--- config.mk ---
export PLATFORM = sky130hd
export DESIGN_NAME = sprite_bounce_engine
export DESIGN_NICKNAME = d
export VERILOG_FILES = /design/src/rtl/sprite_bounce_pkg.sv /design/src/rtl/sprite_motion.sv /design/src/rtl/sprite_bounce_engine.sv
export SDC_FILE = /design/constraint.sdc
export NUM_CORES = 1
export LEC_CHECK = 0
export ABC_AREA = 1
export ABC_CLOCK_PERIOD_IN_PS = 3750
export BUFFER_PORTS_ARGS = -buffer_cell sky130_fd_sc_hd__clkbuf_2
export CORE_MARGIN = 2
export CORE_UTILIZATION = 43
export CTS_BUF_LIST = sky130_fd_sc_hd__clkbuf_4 sky130_fd_sc_hd__clkbuf_8 sky130_fd_sc_hd__clkbuf_16
export CTS_CLUSTER_SIZE = 20
export DETAILED_ROUTE_END_ITERATION = 8
export SLEW_MARGIN = 10
export SYNTH_ARGS = -nofsm -noshare
export SYNTH_HDL_FRONTEND = slang
export SYNTH_SLANG_ARGS = --single-unit
--- constraint.sdc ---
create_clock -name clk -period 3.75 [get_ports clk]
set_input_delay 0.75 -clock clk [delete_from_list [all_inputs] [get_ports clk]]
set_output_delay 0.75 -clock clk [all_outputs]
set_load 0.02 [all_outputs]
--- src/rtl/sprite_bounce_pkg.sv ---
// Shared constants for the bouncing-sprite renderer: sprite palette and start layout.
// Sprite i starts at (init_x0 + init_dx_x*i, init_y0 + init_dy_y*i).
package sprite_bounce_pkg;

    localparam int init_x0   = 32;
    localparam int init_dx_x = 64;
    localparam int init_y0   = 32;
    localparam int init_dy_y = 48;

    // RGB444, indexed by sprite number.
    localparam logic [11:0] palette [8] = '{
        12'hF00, 12'h0F0, 12'h00F, 12'hFF0,
        12'hF0F, 12'h0FF, 12'hF80, 12'hFFF
    };

endpackage

--- src/rtl/sprite_motion.sv ---
// Position and direction of one sprite; steps and bounces off the screen edges once per frame tick.
// The start position and direction depend only on the sprite index.
module sprite_motion
    import sprite_bounce_pkg::*;
#(
    parameter int screen_width  = 640,
    parameter int screen_height = 480,
    parameter int w_x           = 10,
    parameter int w_y           = 9,
    parameter int sprite_w      = 32,
    parameter int sprite_h      = 32,
    parameter int step          = 2,
    parameter int idx           = 0
) (
    input  logic           clk,
    input  logic           rst,
    input  logic           tick_i,
    input  logic           restart_i,
    input  logic           run_i,
    input  logic           fast_i,
    output logic [w_x-1:0] px_o,
    output logic [w_y-1:0] py_o
);

    localparam logic [w_x-1:0] px_init = w_x'(init_x0 + init_dx_x * idx);
    localparam logic [w_y-1:0] py_init = w_y'(init_y0 + init_dy_y * idx);
    localparam logic           dy_init = (idx % 2 == 1) ? 1'b0 : 1'b1;

    // All arithmetic is carried one bit wider than the coordinates so that edge sums cannot wrap.
    localparam logic [w_x:0] sx_norm = (w_x+1)'(step);
    localparam logic [w_x:0] sx_fast = (w_x+1)'(2 * step);
    localparam logic [w_x:0] x_size  = (w_x+1)'(sprite_w);
    localparam logic [w_x:0] x_lim   = (w_x+1)'(screen_width);
    localparam logic [w_x:0] x_max   = (w_x+1)'(screen_width - sprite_w);
    localparam logic [w_y:0] sy_norm = (w_y+1)'(step);
    localparam logic [w_y:0] sy_fast = (w_y+1)'(2 * step);
    localparam logic [w_y:0] y_size  = (w_y+1)'(sprite_h);
    localparam logic [w_y:0] y_lim   = (w_y+1)'(screen_height);
    localparam logic [w_y:0] y_max   = (w_y+1)'(screen_height - sprite_h);

    logic [w_x-1:0] px_q, px_d;
    logic [w_y-1:0] py_q, py_d;
    logic           dx_q, dx_d;
    logic           dy_q, dy_d;
    logic [w_x:0]   sx, px_ext;
    logic [w_y:0]   sy, py_ext;

    always_comb begin
        px_d   = px_q;
        py_d   = py_q;
        dx_d   = dx_q;
        dy_d   = dy_q;
        sx     = fast_i ? sx_fast : sx_norm;
        sy     = fast_i ? sy_fast : sy_norm;
        px_ext = {1'b0, px_q};
        py_ext = {1'b0, py_q};
        if (tick_i) begin
            if (restart_i) begin
                px_d = px_init;
                py_d = py_init;
                dx_d = 1'b1;
                dy_d = dy_init;
            end else if (run_i) begin
                if (dx_q) begin
                    if (px_ext + x_size + sx > x_lim) begin
                        px_d = w_x'(x_max);
                        dx_d = 1'b0;
                    end else begin
                        px_d = w_x'(px_ext + sx);
                    end
                end else if (px_ext < sx) begin
                    px_d = '0;
                    dx_d = 1'b1;
                end else begin
                    px_d = w_x'(px_ext - sx);
                end
                // The y axis is independent, so a corner reverses both directions in one tick.
                if (dy_q) begin
                    if (py_ext + y_size + sy > y_lim) begin
                        py_d = w_y'(y_max);
                        dy_d = 1'b0;
                    end else begin
                        py_d = w_y'(py_ext + sy);
                    end
                end else if (py_ext < sy) begin
                    py_d = '0;
                    dy_d = 1'b1;
                end else begin
                    py_d = w_y'(py_ext - sy);
                end
            end
        end
    end

    always_ff @(posedge clk or posedge rst) begin
        if (rst) begin
            px_q <= px_init;
            py_q <= py_init;
            dx_q <= 1'b1;
            dy_q <= dy_init;
        end else begin
            px_q <= px_d;
            py_q <= py_d;
            dx_q <= dx_d;
            dy_q <= dy_d;
        end
    end

    assign px_o = px_q;
    assign py_o = py_q;

endmodule

--- src/rtl/sprite_bounce_engine.sv ---
// Multi-sprite renderer: per-frame sprite motion, priority colour mux and per-frame overlap detection.
// Colour is combinational from x/y so it stays aligned with the timing generator's sync outputs.
module sprite_bounce_engine
    import sprite_bounce_pkg::*;
#(
    parameter int screen_width  = 640,
    parameter int screen_height = 480,
    parameter int w_x           = $clog2(screen_width),
    parameter int w_y           = $clog2(screen_height),
    parameter int n_sprites     = 4,
    parameter int sprite_w      = 32,
    parameter int sprite_h      = 32,
    parameter int step          = 2,
    parameter int w_red         = 4,
    parameter int w_green       = 4,
    parameter int w_blue        = 4
) (
    input  logic                 clk,
    input  logic                 rst,
    input  logic [w_x-1:0]       x,
    input  logic [w_y-1:0]       y,
    input  logic [n_sprites-1:0] run,
    input  logic                 restart,
    input  logic                 fast,
    output logic [w_red-1:0]     red,
    output logic [w_green-1:0]   green,
    output logic [w_blue-1:0]    blue,
    output logic                 collision
);

    localparam logic [w_x:0] x_size = (w_x+1)'(sprite_w);
    localparam logic [w_y:0] y_size = (w_y+1)'(sprite_h);

    logic                 tick_cond, tick_q, tick;
    logic [w_x-1:0]       px [n_sprites];
    logic [w_y-1:0]       py [n_sprites];
    logic                 visible;
    logic [n_sprites-1:0] hit;
    logic [2:0]           win_idx;
    logic                 any_hit;
    logic [11:0]          rgb;
    logic [3:0]           overlap_cnt;
    logic                 overlap;
    logic                 flag_q, flag_d;
    logic                 collision_q, collision_d;

    // Rising edge of the first-blanking-line condition; a slow pixel clock must still give one tick.
    assign tick_cond = (x == '0) && (y == w_y'(screen_height));
    assign tick      = tick_cond && !tick_q;

    always_ff @(posedge clk or posedge rst) begin
        if (rst) tick_q <= 1'b1;
        else     tick_q <= tick_cond;
    end

    for (genvar i = 0; i < n_sprites; i++) begin : g_sprite
        sprite_motion #(
            .screen_width (screen_width),
            .screen_height(screen_height),
            .w_x          (w_x),
            .w_y          (w_y),
            .sprite_w     (sprite_w),
            .sprite_h     (sprite_h),
            .step         (step),
            .idx          (i)
        ) u_motion (
            .clk      (clk),
            .rst      (rst),
            .tick_i   (tick),
            .restart_i(restart),
            .run_i    (run[i]),
            .fast_i   (fast),
            .px_o     (px[i]),
            .py_o     (py[i])
        );
    end

    assign visible = ({1'b0, x} < (w_x+1)'(screen_width)) && ({1'b0, y} < (w_y+1)'(screen_height));

    always_comb begin
        hit         = '0;
        overlap_cnt = '0;
        for (int i = 0; i < n_sprites; i++) begin
            hit[i] = visible
                     && (x >= px[i]) && ({1'b0, x} < {1'b0, px[i]} + x_size)
                     && (y >= py[i]) && ({1'b0, y} < {1'b0, py[i]} + y_size);
            overlap_cnt = overlap_cnt + {3'b000, hit[i]};
        end
        overlap = overlap_cnt > 4'd1;
    end

    // Scanning from the top index down leaves the lowest covering sprite as the winner.
    always_comb begin
        win_idx = '0;
        any_hit = 1'b0;
        for (int i = n_sprites - 1; i >= 0; i--) begin
            if (hit[i]) begin
                win_idx = 3'(i);
                any_hit = 1'b1;
            end
        end
        rgb = any_hit ? palette[win_idx] : 12'h000;
    end

    assign red   = w_red'({rgb[11:8], {w_red{1'b0}}} >> 4);
    assign green = w_green'({rgb[7:4], {w_green{1'b0}}} >> 4);
    assign blue  = w_blue'({rgb[3:0], {w_blue{1'b0}}} >> 4);

    // An overlap seen on the tick cycle itself belongs to the frame that starts there.
    always_comb begin
        flag_d      = flag_q | overlap;
        collision_d = collision_q;
        if (tick) begin
            collision_d = flag_q;
            flag_d      = overlap;
        end
    end

    always_ff @(posedge clk or posedge rst) begin
        if (rst) begin
            flag_q      <= 1'b0;
            collision_q <= 1'b0;
        end else begin
            flag_q      <= flag_d;
            collision_q <= collision_d;
        end
    end

    assign collision = collision_q;

endmodule

==> results.toml, run 1 <==
[layout]
final_common_cell = "nand2_1"
final_nets = 2024
regArea_mm2 = 0.002007
final_cell_area_mm2 = 0.01302
n_fill_cell = 2641
drive_gt1_share_pct = 14.57
layout_common_cells = "nand2_1 (448), inv_1 (209), nor2_1 (154), nand3_1 (152), ha_1 (150)"
multi_input_area_mm2 = 0.008426
syn2layout_area_growth_pct = 14.21
utilization_pct = 49.98

[global_routing]
antenna_found_initial = 1
grt_pass1_vias = 11160
grt_remaining_overflow = 0
grt_pass1_wl_um = 55380
grt_usage_pct = 24.28
grt_max_degree = 42

[timing]
fin_crit_sh_pct = 105.9
period_minus_slack_ps = 3971
tns_ps = -1409
max_clock_freq_mhz = 251.8
hold_viol = 0
worst_slew_pin_slew_ps = 1113
finalSetupViolCount = 8
clock_skew_ps = 13.20
slew_headroom_pct = 25.33
rsz0062_at_grt = "yes"
slew_viol_final = 0
setup_ws_ps = -220.9

[synth]
yosys_warnings = 0
ys_seq_area_share_pct = 17.58
syn_inst = 1734
synthTopCellsByArea = "ha_1 (17%), nand2_1 (15%), dfrtp_1 (13%)"
synth_top_cell_area_share_pct = 17.45
async_flop_share_pct = 100.0
synth_seq_cells = 79
netlist_area_mm2 = 0.01140
syn_area_per_cell_um2 = 6.576
synth_edf_count = 0
synth-main-ff-cell = "dfrtp_1"
syn_nets = 1937
yosysTopAreaCell = "ha_1"
synth_cell_types = 50

[clock_network]
cts_tree = "yes"
clk_pin_slew_ps = 70
clock-sinks = 79
clock_latency_ps = 360
numCtsBuffers = 9
cts_max_path_buffers = 2
root_buffer = "clkbuf_16"
htreeDepth = 3

[drt]
viasPerCell = 5.333
drt-total-wl_um = 33750
drtIter0Drc = 869
drcViolationCount = 0
num_vias = 11530
ant_nets = 0
wl_per_cell_um = 15.61
dr.pass1.iters = 5

[critical_path]
required_ps = 3000
worstRegToRegCells = 14
critPathArrivalTime_ps = 3220
max_stage_delay_ps = 590
crit_buf_inv = 5
slowest_stage = "dfstp_2"
cp_max_fo = 4
path_class = "flop to output pin"
cp_num_cells = 17
crit_path_start_kind = "flop"
cp_cell_sequence = "inv_4, nor3_4, xor2_1, inv_1, ha_4, nand4_1, inv_1, nand2_1, o211ai_1, nor2_1, nand4_1, nand2_1, nor2_2, ha_1, nand2_2, inv_4, clkbuf_8"
crit_family = "simple AND/OR/NAND/NOR gates"
cp-end-kind = "output pin"

[hold_path]
hold_path.class = "input pin to asynchronous set/reset pin"

[die]
die_height_um = 166.9
num_io_pins = 40
dieArea_mm2 = 0.02784
die_x_um = 166.9
initial_core_util_pct = 43.76
fp.coreArea_mm2 = 0.02606
rows = 59

[placement]
io_buffers = 39
place.gp.congestion = 0.9241
hpwl_um = 26390
place_area_mm2 = 0.01226

[outcome]
violations = "negative setup slack"
outcome = "finished with violations"

[power_and_ir_drop]
power_mw = 2.339
leakage_nw = 6.756
pwr_density_cell_mw_per_mm2 = 179.6
vdd_drop_max_uv = 192.2

[job]
max_cap_viol_count = 0
sequential cells by signal (all words and copies together) (netlist names):
signal                  cells
g_sprite.u_motion.py_o     32
collision                   1
g_sprite.u_motion.px_o     36
g_sprite.u_motion.dy_q      4
tick_q                      1
flag_q                      1
g_sprite.u_motion.dx_q      4
kinds of logic after synthesis:
| kind of cell | share of synthesized area [%] |
|---|---|
| buf+inv | 10.39 |
| fa+ha+maj | 20.43 |
| flops | 17.58 |
| simple gates | 34.87 |
| xor+xnor | 6.495 |
| compound gates | 10.24 |
synthesized netlist by cell type, types with 2 or more instances:
library cell,count
a22oi_1,6
inv_2,19
buf_4,18
fa_1,17
nand4_1,46
a21oi_1,77
inv_1,221
clkinv_1,3
xnor2_1,5
o211ai_1,8
nand2_2,5
o21ai_0,80
nor2_4,3
o21a_1,5
nor4_1,7
dfstp_2,22
a21o_1,4
dfrtp_1,57
or2_2,6
a31oi_1,3
nor3_1,31
o22ai_1,3
nand3_1,154
nand2_4,3
nor2_2,3
clkbuf_1,8
nand3b_1,15
a21oi_2,3
o21ai_1,13
nand3_2,9
buf_2,15
ha_1,159
xor2_1,74
o2111ai_1,3
xor2_2,2
buf_6,2
o21ai_2,2
nor2_1,159
nor3_2,3
nand2_1,451
worst paths after layout:
kind / slack (ps) / end / start
setup / recovery: -220 / red[3] / g_sprite[0].u_motion.py_o[5]$_DFFE_PP1P_
hold / removal: 480 / g_sprite[2].u_motion.py_o[1]$_DFFE_PP0P_ / rst
setup reg to reg: 750 / flag_q$_DFF_PP0_ / g_sprite[0].u_motion.py_o[5]$_DFFE_PP1P_
hold reg to reg: 510 / g_sprite[0].u_motion.px_o[1]$_DFFE_PP0P_ / g_sprite[0].u_motion.px_o[1]$_DFFE_PP0P_
max in group asynchronous: 2490 / g_sprite[0].u_motion.dx_q$_DFFE_PP1P_ / rst
min in group clk: 510 / g_sprite[0].u_motion.px_o[1]$_DFFE_PP0P_ / g_sprite[0].u_motion.px_o[1]$_DFFE_PP0P_
report_power, final:
part / switching, mW / internal [mW] / leakage [nW]
Sequential: 0.000109 / 0.853 / 0.923
Clock: 0.424 / 0.633 / 0.167
Combinational: 0.270 / 0.160 / 5.67
layout make-up:
type / count / share of cell area (%)
Timing Repair Buffer: 120 / 6.956
Antenna cell: 1 / 0.01921
Tap cell: 335 / 3.218
Sequential cell: 79 / 15.41
Clock buffer: 12 / 1.998
Multi-Input combinational cell: 1367 / 64.69
Clock inverter: 4 / 0.5956
Inverter: 244 / 7.109
repair_timing:
action	4_1_cts	5_1_grt
hold buffers	0	0
resized for setup	38	34
setup endpoints to repair	12	12
pin swaps	12	7
buffers inserted	14	6
layer usage:
metal	up-vias	share of wire [%]	wire length (um)	GRT usage (%)
met2	281	47	16020	41.92
met5	-	0	0	0
met4	0	1.7	587	6.672
met3	48	4.3	1454	2.448
met1	5373	46	15690	32.28
li1	5828	-	-	-
metrics by stage:
| step | setup WS [ps] | cells | hold WS [ps] |
|---|---|---|---|
| 5_1_grt | -362.2 | 2161 | 546.4 |
| 6_report | -220.9 | 2162 | 482.7 |
| 3_5_place_dp | -40.03 | 2127 | 504.0 |
| 4_1_cts | -162.0 | 2156 | 517.9 |
| 2_1_floorplan | 238.4 | 1734 | 474.6 |
| 3_3_place_gp | -54.85 | 2127 | 495.0 |
Power figures use the tool's default switching activity.
==> run 2: changes to the inputs <==
ABC_CLOCK_PERIOD_IN_PS = 4350   (was 3750)
SYNTH_HIERARCHICAL = 1   (was not set)
clock period = 4.35 ns   (was 3.75 ns; I/O delays follow)
==> run 2 against run 1 <==
The run now ends clean. Clock power fell by 30%. Global-route usage fell by 0.67 points. Core utilization fell by 3.4 points. Critical endpoint unchanged.
==> results.toml, run 2 <==
[outcome]
outcome = "completed"

[drt]
dr.pass1.iters = 5
viasPerCell = 5.067
num_vias = 11880
ant_nets = 0
drtIter0Drc = 790
drcViolationCount = 0
drt-total-wl_um = 33050
wl_per_cell_um = 14.09

[timing]
fin_crit_sh_pct = 92.81
tns_ps = 0
rsz0062_at_grt = "no"
max_clock_freq_mhz = 247.7
finalSetupViolCount = 0
hold_viol = 0
clock_skew_ps = 13.27
period_minus_slack_ps = 4037
worst_slew_pin_slew_ps = 837.8
slew_viol_final = 0
slew_headroom_pct = 44.08

[synth]
synth_cell_types = 55
ys_seq_area_share_pct = 16.48
synth_top_cell_area_share_pct = 17.25
async_flop_share_pct = 100.0
synth_seq_cells = 79
yosysTopAreaCell = "nand2_1"
netlist_area_mm2 = 0.01216
synthTopCellsByArea = "nand2_1 (17%), ha_1 (16%), dfrtp_1 (12%)"
synth_edf_count = 0
yosys_warnings = 6
synth_commonest_cells = "nand2_1 (559), inv_1 (300), nor2_1 (174)"
yosys.cell_count.top_type = "nand2_1"
synth-main-ff-cell = "dfrtp_1"
syn_inst = 1945
syn_area_per_cell_um2 = 6.253

[power_and_ir_drop]
switching_share_pct = 30.13
p_seq_share_pct = 39.8
vdd_drop_max_uv = 164.7
p_sw_uw = 560.1
power.internal_mw = 1.299
pwr_density_cell_mw_per_mm2 = 143.6
clock_power_share_pct = 39.8
power_mw = 1.859
combPwrFrac_pct = 20.4
leakage_nw = 6.964

[job]
max_cap_viol_count = 0

[critical_path]
required_ps = 3480
crit_path_start_kind = "flop"
path_class = "flop to output pin"
critPathArrivalTime_ps = 3170
cp_max_fo = 6
cp-end-kind = "output pin"

[layout]
largest_register_ff_count = 36
syn2layout_area_growth_pct = 6.440
multi_input_area_mm2 = 0.008587
n_fill_cell = 2980
n_antenna_cell = 0
layout_common_cells = "nand2_1 (559), inv_1 (300), nor2_1 (170), nand3_1 (157), ha_1 (153)"
regArea_mm2 = 0.002007
final_nets = 2159
final_common_cell = "nand2_1"
drive_gt1_share_pct = 9.659

[die]
initial_core_util_pct = 43.78
dieArea_mm2 = 0.02965
num_io_pins = 40
die_x_um = 172.2
rows = 61
fp.coreArea_mm2 = 0.02778
die_height_um = 172.2

[placement]
place.gp.congestion = 0.8946
hpwl_um = 25720
io_buffers = 39

[clock_network]
clock_latency_ps = 350
clk_pin_slew_ps = 60
htreeDepth = 3
root_buffer = "clkbuf_16"
numCtsBuffers = 9
clock-sinks = 79
holdBufCountCts = 0
cts_tree = "yes"
cts_max_path_buffers = 2

[hold_path]
hold_path.class = "flop to flop"

[global_routing]
antenna_found_initial = 0
grt_pass1_wl_um = 56410
grt_usage_pct = 23.61
grt_remaining_overflow = 0
grt_max_degree = 20
grt_pass1_vias = 11350
run 2: cell families (layout without fill, tap and decap cells):
kind of cell / Yosys count / in the layout / share of synthesized area [%]
simple gates: 1011 / 1011 / 36.25
buf+inv: 387 / 405 / 13.13
compound gates: 220 / 220 / 10.15
fa+ha+maj: 170 / 170 / 18.54
flops: 79 / 79 / 16.48
xor+xnor: 74 / 74 / 5.329
other cells: 4 / 8 / 0.1234
run 2: worst max-delay path: stages (launching register included):
cell,delay [ps]
dfstp_2,620
inv_1,80
nor2_1,120
xor2_1,170
ha_1,260
a21oi_1,120
nand3b_1,110
nand2_1,50
inv_1,50
nand2_1,60
nor2_2,170
nand3_2,160
nand2_2,100
a21oi_1,50
ha_1,280
inv_1,40
nor2_2,160
clkbuf_2,200
run 2: cell type report:
cell class	instances	area share, %
clock buffers	14	2.078
clock inverters	2	0.07732
inverters	325	9.423
multi-input cells	1483	66.33
flip-flops and latches	79	15.50
well taps	378	3.653
repair buffers	64	2.938
run 2: routing by layer:
metal | vias up | GRT usage (%) | share of wire [%] | routed length, um
met3 | 24 | 2.632 | 4.0 | 1335
met1 | 5449 | 33.62 | 50 | 16530
met4 | 0 | 4.275 | 1.0 | 330
met5 | - | 0 | 0 | 0
met2 | 234 | 38.90 | 45 | 14860
li1 | 6174 | - | - | -
run 2: final timing paths:
path	from	endpoint	slack [ps]	depth (start not counted)
max	g_sprite[0].u_motion/px_o[5]$_DFFE_PP1P_	red[3]	310	17
min	flag_q$_DFF_PP0_	collision$_DFFE_PP0P_	480	2
max reg2reg	g_sprite[3].u_motion/px_o[5]$_DFFE_PP1P_	flag_q$_DFF_PP0_	1650	10
min reg2reg	flag_q$_DFF_PP0_	collision$_DFFE_PP0P_	480	2
max in group asynchronous	rst	g_sprite[2].u_motion/px_o[6]$_DFFE_PP0P_	2940	2
min in group asynchronous	rst	collision$_DFFE_PP0P_	520	2
run 2: stage by stage:
step | instance area [um^2] | std cells | worst slack [ps] | hold slack [ps] | utilization, %
2_1_floorplan | 12180 | 1949 | 635.2 | 442.1 | -
3_3_place_gp | 12640 | 2327 | 291.9 | 460.6 | 45.51
3_5_place_dp | 12640 | 2327 | 268.7 | 460.4 | 45.51
4_1_cts | 12920 | 2343 | 21.94 | 475.7 | 46.51
5_1_grt | 12950 | 2345 | 26.20 | 502.5 | 46.60
6_report | 12950 | 2345 | 313.0 | 475.8 | 46.60
run 2: power by group through the flow:
stage / Sequential, mW / Clock (mW) / Combinational [mW]
2_1_floorplan: 0.752 / 0 / 0.270
3_3_place_gp: 0.752 / 0 / 0.372
3_5_place_dp: 0.752 / 0 / 0.377
4_1_cts: 0.739 / 0.760 / 0.379
5_1_grt: 0.739 / 0.795 / 0.443
6_report: 0.739 / 0.740 / 0.380
run 2: timing repair:
item | in CTS | in global routing
resized for setup | 0 | 6
setup endpoints to repair | 0 | 8
setup buffers | 0 | 2
endpoints found under the hold margin | 0 | 0
==> run 3: changes to the inputs <==
CORE_MARGIN = 4   (was 2)
CORE_UTILIZATION = 50   (was 43)
PLACE_DENSITY = 0.66   (was not set)
==> run 3 against run 2 <==
Setup slack got worse by 49 ps. Worst hold slack improved by 0.69 ps. Total power grew 9.8%.
==> results.toml, run 3 (same netlist as run 2, synthesis figures left out) <==
[clock_network]
root_buffer = "clkbuf_16"
clock_latency_ps = 360
clock-sinks = 79
htreeDepth = 3
numCtsBuffers = 9
cts_max_path_buffers = 2
cts_tree = "yes"
clk_pin_slew_ps = 60

[placement]
place.gp.congestion = 0.8917
hpwl_um = 25270
place_area_mm2 = 0.01252
io_buffers = 39

[critical_path]
cp_max_fo = 9
critPathArrivalTime_ps = 3220
crit_path_start_kind = "flop"
r2r-end = "flag_q$_DFF_PP0_"
r2r-start = "g_sprite[1].u_motion/px_o[5]$_DFFE_PP1P_"
cp-end-kind = "output pin"
required_ps = 3480
ff2ff_setup_slack_ps = 1620
worstRegToRegCells = 12
path_class = "flop to output pin"

[timing]
finalSetupViolCount = 0
tns_ps = 0
max_clock_freq_mhz = 244.7
rsz0062_at_grt = "no"
worst_slew_pin_slew_ps = 899.5
slew_headroom_pct = 39.97
period_minus_slack_ps = 4086
fin_crit_sh_pct = 93.93
clock_skew_ps = 8.788
hold_viol = 0
slew_viol_final = 0

[layout]
n_antenna_cell = 0
utilization_pct = 54.48
n_fill_cell = 2450
final_cell_area_mm2 = 0.01290
syn2layout_area_growth_pct = 6.080
final_common_cell = "nand2_1"
final_nets = 2154
layout_common_cells = "nand2_1 (559), inv_1 (300), nor2_1 (171), nand3_1 (157), ha_1 (153)"
largest_register_ff_count = 36
drive_gt1_share_pct = 9.378

[die]
rows = 56
die_x_um = 164.0
num_io_pins = 40
initial_core_util_pct = 51.36
die_height_um = 164.0
fp.coreArea_mm2 = 0.02368
dieArea_mm2 = 0.02688

[drt]
dr.pass1.iters = 5
wl_per_cell_um = 14.48
viasPerCell = 5.267
drtIter0Drc = 730
drcViolationCount = 0
ant_nets = 0
num_vias = 12010
drt-total-wl_um = 33040

[job]
max_cap_viol_count = 0

[power_and_ir_drop]
vdd_drop_max_uv = 123.9
pwr_density_cell_mw_per_mm2 = 158.1
power_mw = 2.040
leakage_nw = 6.962

[global_routing]
antenna_found_initial = 0
grt_pass1_vias = 11340
grt_max_degree = 20
grt_remaining_overflow = 0
grt_pass1_wl_um = 55280
grt_usage_pct = 25.10

[hold_path]
hold_path.class = "flop to flop"
min_path_cells = 2
hold_start = "flag_q$_DFF_PP0_"
hold_end = "collision$_DFFE_PP0P_"

[outcome]
outcome = "completed"
[run 3: changes by cell type in the layout (fill, tap and decap cells not counted)]
| cell | before | now |
|---|---|---|
| clkbuf_4 | 4 | 0 |
| clkbuf_2 | 40 | 39 |
| clkinvlp_4 | 0 | 1 |
| buf_4 | 24 | 20 |
| nor2_2 | 16 | 15 |
| nor2_1 | 170 | 171 |
| bufinv_16 | 0 | 3 |
[run 3: worst max-delay path by stage]
stage / endpoint / depth (start not counted) / start / slack, ps
after floorplan: red[1] / 16 / g_sprite[3].u_motion/px_o[5]$_DFFE_PP1P_ / 640
after detailed placement: blue[3] / 14 / x[5] / 250
after global placement: blue[0] / 14 / x[5] / 300
final: red[3] / 16 / g_sprite[1].u_motion/px_o[5]$_DFFE_PP1P_ / 260
after global routing: red[2] / 16 / g_sprite[1].u_motion/px_o[5]$_DFFE_PP1P_ / 20
after CTS: red[3] / 16 / g_sprite[0].u_motion/px_o[5]$_DFFE_PP1P_ / 90
[run 3: cell type report]
class,count,area [um^2],share of cell area [%]
multi-input cells,1483,8584,66.53
flip-flops and latches,79,2007,15.55
inverters,325,1220,9.455
well taps,319,399.1,3.093
repair buffers,59,345.3,2.676
clock buffers,10,239.0,1.852
clock inverters,6,107.6,0.8340
[run 3: critical path, stage by stage (launching register included)]
cell and delay, ps:
dfstp_2 650, ha_1 220, nand3_1 90, xor2_1 170, ha_1 280, nand2_1 90, nor2_1 50, nor2_1 90
nand2_1 110, nor2_2 100, nand3_2 130, nand2_2 120, a21oi_1 70, ha_1 290, inv_1 40, nor2_2 160
clkbuf_2 200
[run 3: layer usage]
layer / part of all wire, % / track usage (%) / routed length (um)
met2: 46 / 41.86 / 15070
met3: 4.9 / 2.334 / 1604
met4: 1.8 / 6.786 / 584
met5: 0 / 0 / 0
met1: 48 / 34.89 / 15780
[run 3: timing repair]
| item | 4_1_cts | 5_1_grt |
|---|---|---|
| resized for setup | 0 | 5 |
| setup endpoints to repair | 0 | 8 |
| buffers inserted | 0 | 3 |
| hold buffers | 0 | 0 |
[run 3: power by group]
| group | internal [mW] | switching [mW] | leakage (nW) |
|---|---|---|---|
| combinational | 0.134 | 0.248 | 5.85 |
| clock | 0.575 | 0.344 | 0.168 |
| sequential | 0.738 | 0.00114 | 0.939 |
| total | 1.45 | 0.593 | 6.96 |
[run 3: stage by stage]
| step | instances | hold WS (ps) | setup WS, ps |
|---|---|---|---|
| final | 2281 | 476.5 | 263.9 |
| after global routing | 2281 | 491.8 | 16.40 |
| after CTS | 2278 | 476.0 | 89.43 |
| after detailed placement | 2262 | 461.2 | 247.1 |
| after global placement | 2262 | 455.5 | 296.4 |
| after floorplan | 1949 | 442.1 | 635.2 |
